--- src/rtl/lemon_pkg.sv ---
// rtl/lemon_pkg.sv - shared LemonPC core widths and register constants
// Register-file index width, datapath width and the hardwired-zero index.
package lemon_pkg;
   localparam int REG_ADDR_W = 5;
   localparam int XLEN       = 32;
   localparam int X0_IDX     = 0;

   typedef logic [REG_ADDR_W-1:0] reg_idx_t;
   typedef logic [XLEN-1:0]       xword_t;
endpackage

--- src/rtl/regfile_scoreboard.sv ---
// rtl/regfile_scoreboard.sv - per-register busy bits for hazard detection
// Writeback clears, issue sets; issue wins because the newer producer owns the register.
module regfile_scoreboard
   import lemon_pkg::*;
#(
   parameter int ADDR_WIDTH = REG_ADDR_W,
   parameter int NR_WRITE   = 1
) (
   input  logic                           clk,
   input  logic                           rst,
   input  logic [NR_WRITE-1:0]            wen_i,
   input  logic [NR_WRITE*ADDR_WIDTH-1:0] wr_addr_i,
   input  logic                           iss_valid_i,
   input  logic [ADDR_WIDTH-1:0]          iss_rd_i,
   output logic [(1<<ADDR_WIDTH)-1:0]     busy_o
);
   localparam int NREG = 1 << ADDR_WIDTH;

   logic [NREG-1:0] busy_q;
   logic [NREG-1:0] busy_d;

   always_comb begin
      busy_d = busy_q;
      for (int j = 0; j < NR_WRITE; j++) begin
         if (wen_i[j]) begin
            busy_d[wr_addr_i[j*ADDR_WIDTH +: ADDR_WIDTH]] = 1'b0;
         end
      end
      if (iss_valid_i) begin
         busy_d[iss_rd_i] = 1'b1;
      end
      busy_d[X0_IDX] = 1'b0;
   end

   always_ff @(posedge clk) begin
      if (rst) begin
         busy_q <= '0;
      end else begin
         busy_q <= busy_d;
      end
   end

   assign busy_o = rst ? '0 : busy_q;
endmodule

--- src/rtl/regfile_multiport.sv ---
// rtl/regfile_multiport.sv - multi-port integer register file with bypass and scoreboard
// Storage, write-port merge, same-cycle forwarding and combinational read muxes.
module regfile_multiport
   import lemon_pkg::*;
#(
   parameter int ADDR_WIDTH = REG_ADDR_W,
   parameter int DATA_WIDTH = XLEN,
   parameter int NR_READ    = 2,
   parameter int NR_WRITE   = 1,
   parameter int BYPASS     = 1
) (
   input  logic                           clk,
   input  logic                           rst,
   input  logic [NR_READ*ADDR_WIDTH-1:0]  rs_addr,
   output logic [NR_READ*DATA_WIDTH-1:0]  rs_data,
   output logic [NR_READ-1:0]             rs_busy,
   input  logic [NR_WRITE-1:0]            wen,
   input  logic [NR_WRITE*ADDR_WIDTH-1:0] wr_addr,
   input  logic [NR_WRITE*DATA_WIDTH-1:0] wr_data,
   input  logic                           iss_valid,
   input  logic [ADDR_WIDTH-1:0]          iss_rd,
   output logic [(1<<ADDR_WIDTH)-1:0]     busy_vec
);
   localparam int NREG = 1 << ADDR_WIDTH;
   localparam logic [ADDR_WIDTH-1:0] X0 = ADDR_WIDTH'(X0_IDX);

   if (NR_READ < 1 || NR_READ > 4 || NR_WRITE < 1 || NR_WRITE > 2) begin : g_bad_params
      $error("regfile_multiport: NR_READ must be 1..4 and NR_WRITE 1..2");
   end

   logic [DATA_WIDTH-1:0] rf_q [NREG];
   logic [DATA_WIDTH-1:0] rf_d [NREG];
   logic [ADDR_WIDTH-1:0] wa [NR_WRITE];
   logic [DATA_WIDTH-1:0] wd [NR_WRITE];

   for (genvar j = 0; j < NR_WRITE; j++) begin : g_wr
      assign wa[j] = wr_addr[j*ADDR_WIDTH +: ADDR_WIDTH];
      assign wd[j] = wr_data[j*DATA_WIDTH +: DATA_WIDTH];
   end

   // Higher port index is applied last so it wins a same-address conflict.
   always_comb begin
      rf_d = rf_q;
      for (int j = 0; j < NR_WRITE; j++) begin
         if (wen[j] && wa[j] != X0) begin
            rf_d[wa[j]] = wd[j];
         end
      end
      rf_d[X0] = '0;
   end

   always_ff @(posedge clk) begin
      if (rst) begin
         for (int n = 0; n < NREG; n++) begin
            rf_q[n] <= '0;
         end
      end else begin
         rf_q <= rf_d;
      end
   end

   regfile_scoreboard #(
      .ADDR_WIDTH (ADDR_WIDTH),
      .NR_WRITE   (NR_WRITE)
   ) u_scoreboard (
      .clk         (clk),
      .rst         (rst),
      .wen_i       (wen),
      .wr_addr_i   (wr_addr),
      .iss_valid_i (iss_valid),
      .iss_rd_i    (iss_rd),
      .busy_o      (busy_vec)
   );

   for (genvar i = 0; i < NR_READ; i++) begin : g_rd
      logic [ADDR_WIDTH-1:0] ra;
      logic                  hit;
      logic [DATA_WIDTH-1:0] hdata;

      assign ra = rs_addr[i*ADDR_WIDTH +: ADDR_WIDTH];

      always_comb begin
         hit   = 1'b0;
         hdata = '0;
         for (int j = 0; j < NR_WRITE; j++) begin
            if (wen[j] && wa[j] == ra) begin
               hit   = 1'b1;
               hdata = wd[j];
            end
         end
      end

      assign rs_data[i*DATA_WIDTH +: DATA_WIDTH] =
         (rst || ra == X0)       ? '0    :
         (BYPASS != 0 && hit)    ? hdata : rf_q[ra];
      assign rs_busy[i] = !rst && busy_vec[ra] && !(BYPASS != 0 && hit);
   end
endmodule

--- config.mk ---
export PLATFORM = sky130hd
export DESIGN_NAME = regfile_multiport
export DESIGN_NICKNAME = d
export VERILOG_FILES = /design/src/rtl/lemon_pkg.sv /design/src/rtl/regfile_scoreboard.sv /design/src/rtl/regfile_multiport.sv
export SDC_FILE = /design/constraint.sdc
export NUM_CORES = 2
export LEC_CHECK = 0
export BUFFER_PORTS_ARGS = -buffer_cell sky130_fd_sc_hd__buf_2
export CELL_PAD_IN_SITES_DETAIL_PLACEMENT = 2
export CELL_PAD_IN_SITES_GLOBAL_PLACEMENT = 2
export CORE_ASPECT_RATIO = 1.5
export CORE_MARGIN = 2
export CORE_UTILIZATION = 36
export DETAILED_ROUTE_END_ITERATION = 8
export PLACE_DENSITY = 0.88
export REMOVE_ABC_BUFFERS = 1
export SETUP_SLACK_MARGIN = 0.05
export SLEW_MARGIN = 20
export SYNTH_ARGS = -nofsm -noshare
export SYNTH_HDL_FRONTEND = slang
export SYNTH_HIERARCHICAL = 1
export SYNTH_SLANG_ARGS = --single-unit
--- constraint.sdc ---
create_clock -name clk -period 1.7 [get_ports clk]
set_input_delay 0 -clock clk [delete_from_list [all_inputs] [get_ports clk]]
set_output_delay 0 -clock clk [all_outputs]
set_load 0.01 [all_outputs]
==> impl_metrics.json, run 1 <==
{
  "syn_avg_cell_area_um2": 8.607,
  "async_flop_share_pct": 0,
  "synth_edf_count": 0,
  "ys_warn_count": 6,
  "cts_made_buffers": 102,
  "grt_max_degree": 141,
  "synth-seq-cells": 1023,
  "die_y_um": 473.6,
  "ioPinCount": 154,
  "cts-root-buf": "clkbuf_16",
  "netlist_instances": 6150,
  "clockBufferDepth": 3,
  "dpl.hpwl_um": 232600,
  "chipWidth_um": 317.1,
  "synth_top_cell_area_share_pct": 38.69,
  "overflow": 47,
  "yosysTopAreaCell": "dfxtp_1",
  "endpoint_type": "output port",
  "stop_error": "[ERROR GRT-0232] Routing congestion too high. Check the congestion heatmap in the GUI.",
  "synthTopCellsByArea": "dfxtp_1 39%, mux4_2 17%, nand2_1 15%",
  "h-tree-depth": 3,
  "synth_ff_type": "dfxtp_1",
  "globalRouteTotalUtil_pct": 83.59,
  "core.rowCount": 172,
  "start_util_pct": 36.22,
  "postGrtWorstEndpoint": "rs_busy[1]",
  "antenna_found_initial": 94,
  "io_buffers": 152,
  "post-place-ws_ps": -1331,
  "postPlaceCellArea_mm2": 0.06308,
  "netlist_area_mm2": 0.05293,
  "gp_congestion": 0.9484,
  "clock_sinks": 1023,
  "seq_area_frac_synth_pct": 38.69,
  "synthDistinctLibCells": 63,
  "status": "did not finish",
  "haltStage": "global routing (5_1_grt)"
}
## synth_stat cells (29+ instances only)
library cell	number
nand2_1	2092
dfxtp_1	1023
a21oi_1	1002
clkbuf_1	461
mux4_2	401
mux2i_1	156
buf_2	120
mux2_2	89
nor2_1	87
a221oi_1	77
nor2b_1	68
o22ai_1	57
o21ai_0	52
a22o_1	51
nor3_1	43
a32o_1	33
buf_4	31
a211o_1	29
## repair_timing
action,4_1_cts
endpoints found under the hold margin,838
setup endpoints to repair,75
gates resized for setup,593
buffers inserted,44
gates cloned,1
hold buffers,53
pin swaps,136
## logic make-up after synthesis
kind of cell / count (synthesis) / synth area share (%)
and+or+nand+nor: 2368 / 17.67
AOI/OAI and AO/OA: 1441 / 16.00
DFF: 1023 / 38.69
buffers and inverters: 661 / 5.553
muxes: 646 / 21.91
xor gates and xnor gates: 10 / 0.1655
other: 1 / 0.007085
## per-stage QoR
step / hold WS, ps / instances
floorplan: 46.00 / 5494
global placement: 364.9 / 8514
detailed placement: 391.5 / 8514
CTS: 2.645 / 8789
## metal layers
layer / overflow / track usage (%)
met3: 6 / 77.54
met5: 0 / 65.05
met1: 2 / 81.36
met2: 23 / 92.54
met4: 16 / 83.55
==> run 2, diff against run 1 <==
Settings changed: CELL_PAD_IN_SITES_DETAIL_PLACEMENT 2 to not set, CELL_PAD_IN_SITES_GLOBAL_PLACEMENT 2 to not set, CORE_ASPECT_RATIO 1.5 to not set, CORE_UTILIZATION 36 to 40, PLACE_DENSITY 0.88 to not set, PLACE_DENSITY_LB_ADDON set to 0.15, SETUP_SLACK_MARGIN 0.05 to not set.
Clock period 1.7 ns to 2.2 ns, I/O delays scaled along.
==> impl_metrics.json, run 2 <==
{
  "synth-seq-cells": 1023,
  "seq_area_frac_synth_pct": 38.69,
  "p_per_area_mw_per_mm2": 667.0,
  "busiest_layer": "met2",
  "cts_made_buffers": 114,
  "finalCriticalPeriod_ps": 2873,
  "routed_via_density": 6.110,
  "synth_top_cell_area_share_pct": 38.69,
  "top_register": "rf_q",
  "drt_iter0_drc": 6199,
  "grt_max_degree": 211,
  "largest_register_ffs": 992,
  "whs_endpoint": "u_scoreboard/busy_q[31]$_SDFF_PP0_",
  "rr_worst_depth": 6,
  "chipWidth_um": 367.8,
  "postRouteAntennaNets": 0,
  "vias": 50250,
  "max_freq_ghz": 0.3480,
  "critical_path_required_ps": 2200,
  "start_kind": "flop",
  "netlist_area_mm2": 0.05293,
  "synth_commonest_cells": "2092 x nand2_1, 1023 x dfxtp_1, 1002 x a21oi_1",
  "cts-root-buf": "clkbuf_16",
  "mostFrequentLayoutCells": "2064 x nand2_1, 1001 x a21oi_1, 845 x dfxtp_1",
  "slowest_stage": "mux4_2",
  "h-tree-depth": 3,
  "ys_warn_count": 6,
  "wirelength_um": 230800,
  "setup_viol": 66,
  "hold_start": "rst",
  "tightest_slew_ps": 1064,
  "first_pass_iters": 7,
  "hold_class": "in -> reg",
  "start_util_pct": 40.26,
  "hold_viol_final": 0,
  "avgRoutedWirePerCell_um": 28.06,
  "synth_ff_type": "dfxtp_1",
  "ioPinCount": 154,
  "die_y_um": 367.8,
  "layout_commonest_cell": "nand2_1",
  "cts_tree": "done",
  "worst_hold_slack_ps": 46.43,
  "grt_pass1_vias": 47310,
  "drv_slew": 0,
  "grt_pass1_wl_um": 331700,
  "fin_tns_setup_ps": -19550,
  "netlist_instances": 6150,
  "reg2reg_slack_ps": 200,
  "cp_cell_sequence": "nor2b_4 -> mux4_2 -> mux4_2 -> mux2i_4 -> a311oi_2 -> buf_4 -> buf_6",
  "max-slew-margin-rel_pct": 29.04,
  "antenna_found_initial": 3,
  "fill_cells": 12480,
  "hold_depth": 6,
  "grtUsageMet3_pct": 5.891,
  "clock_sinks": 1023,
  "synth.most_common_cell": "nand2_1",
  "skew_ps": 0,
  "rr_endpoint": "u_scoreboard/busy_q[24]$_SDFF_PP0_",
  "grt_util_met1_pct": 43.79,
  "core.rowCount": 133,
  "use_met2_pct": 51.13,
  "syn_avg_cell_area_um2": 8.607,
  "clk_pin_slew_ps": 60,
  "reg_top3": "rf_q (992), u_scoreboard/busy_q (31)",
  "finalWorstSetupSlack_ps": -673.5,
  "clk_latency_ps": 740,
  "static-leakage-power_nw": 22.54,
  "drive_above_1_share_pct": 28.10,
  "io_buffers": 152,
  "critPathMaxStageDelay_ps": 520,
  "post-route-util_pct": 49.49,
  "crit_type": "reg -> out",
  "violations": "negative setup slack",
  "status": "complete, but fails checks",
  "finalCritPeriodShare_pct": 130.6,
  "crit_fanout": 2,
  "overflow": 0,
  "worst_ep_arrival_time_ps": 2870,
  "core_mm2": 0.1315,
  "maxCapViolations": 0,
  "die-area_mm2": 0.1353,
  "globalRouteTotalUtil_pct": 33.03,
  "rsz0062_at_grt": "yes",
  "yosysTopAreaCell": "dfxtp_1",
  "crit_path_frequent_cell": "mux4_2",
  "nNetsFinal": 6424,
  "syn2layout_area_growth_pct": 22.92,
  "drc": 0,
  "gp_congestion": 0.9231,
  "async_flop_share_pct": 0,
  "clockBufferDepth": 3,
  "ir_drop_mv": 0.6223,
  "synthDistinctLibCells": 63,
  "synthTopCellsByArea": "dfxtp_1 39%, mux4_2 17%, nand2_1 15%",
  "dpl.hpwl_um": 144700,
  "r2r_start": "u_scoreboard/busy_q[24]$_SDFF_PP0_",
  "synth_edf_count": 0,
  "cp-end-kind": "primary output"
}
-- run 2: area by class of cell --
| type | count | area [um2] | area share (%) |
|---|---|---|---|
| Multi-Input combinational cell | 4466 | 31300 | 48.11 |
| Sequential cell | 1023 | 20700 | 31.82 |
| Timing Repair Buffer | 758 | 7057 | 10.85 |
| Clock buffer | 182 | 3460 | 5.318 |
| Tap cell | 1755 | 2196 | 3.375 |
| Clock inverter | 32 | 322.8 | 0.4962 |
| Inverter | 5 | 18.77 | 0.02885 |
| Antenna cell | 2 | 5.005 | 0.007693 |
-- run 2: repair_timing --
action / in CTS / in global routing
setup endpoints to repair: 66 / 67
gates resized for setup: 391 / 124
gates cloned: 0 / 0
hold buffers: 78 / 0
hold endpoints to repair: 987 / 0
setup buffers: 40 / 5
pin swaps: 141 / 51
-- run 2: worst max-delay path by stage --
stage,from,to,slack [ps],cells after the start
2_1_floorplan,rs_addr[7],rs_data[34],-230,5
3_3_place_gp,rs_addr[0],rs_data[29],-320,10
3_5_place_dp,rs_addr[0],rs_data[29],-320,10
4_1_cts,u_scoreboard/busy_q[30]$_SDFF_PP0_,rs_busy[1],-660,7
5_1_grt,u_scoreboard/busy_q[30]$_SDFF_PP0_,rs_busy[1],-720,7
6_report,u_scoreboard/busy_q[30]$_SDFF_PP0_,rs_busy[1],-670,7
-- run 2: worst max-delay path, delay by kind of cell (launching register included) --
kind	cells	cell delay (ps)
AO/OA/AOI/OAI	1	100
AND/OR/NAND/NOR	1	120
multiplexers	3	1240
flip-flops	1	310
buffers and inverters	2	340
-- run 2: per-stage QoR --
stage,cells,cell area [um2],worst slack [ps],power (W)
floorplan,5494,50010,-230.1,0.02050
global placement,7904,58360,-319.4,0.02363
detailed placement,7904,58360,-320.7,0.02365
CTS,8220,64620,-658.4,0.04338
global route,8222,65060,-720.6,0.04448
finish,8223,65060,-673.5,0.04339
-- run 2: cells by family after synthesis --
family | after synthesis | synth area share [%]
XOR/XNOR | 10 | 0.1655
AO/OA/AOI/OAI | 1441 | 16.00
multiplexers | 646 | 21.91
buffers and inverters | 661 | 5.553
AND/OR/NAND/NOR | 2368 | 17.67
flip-flops | 1023 | 38.69
other | 1 | 0.007085
-- run 2: where the power goes --
group,switching [W],internal (W)
Combinational,0.00318,0.00180
Clock,0.00834,0.0113
Sequential,0.000102,0.0187
Total,0.0116,0.0318
-- run 2: metal layers --
layer,part of all wire (%),wire length (um)
met5,0.0056,13
met4,6.1,14040
met3,9.3,21510
met2,45,104000
met1,40,91230
Power figures use the tool's default switching activity.
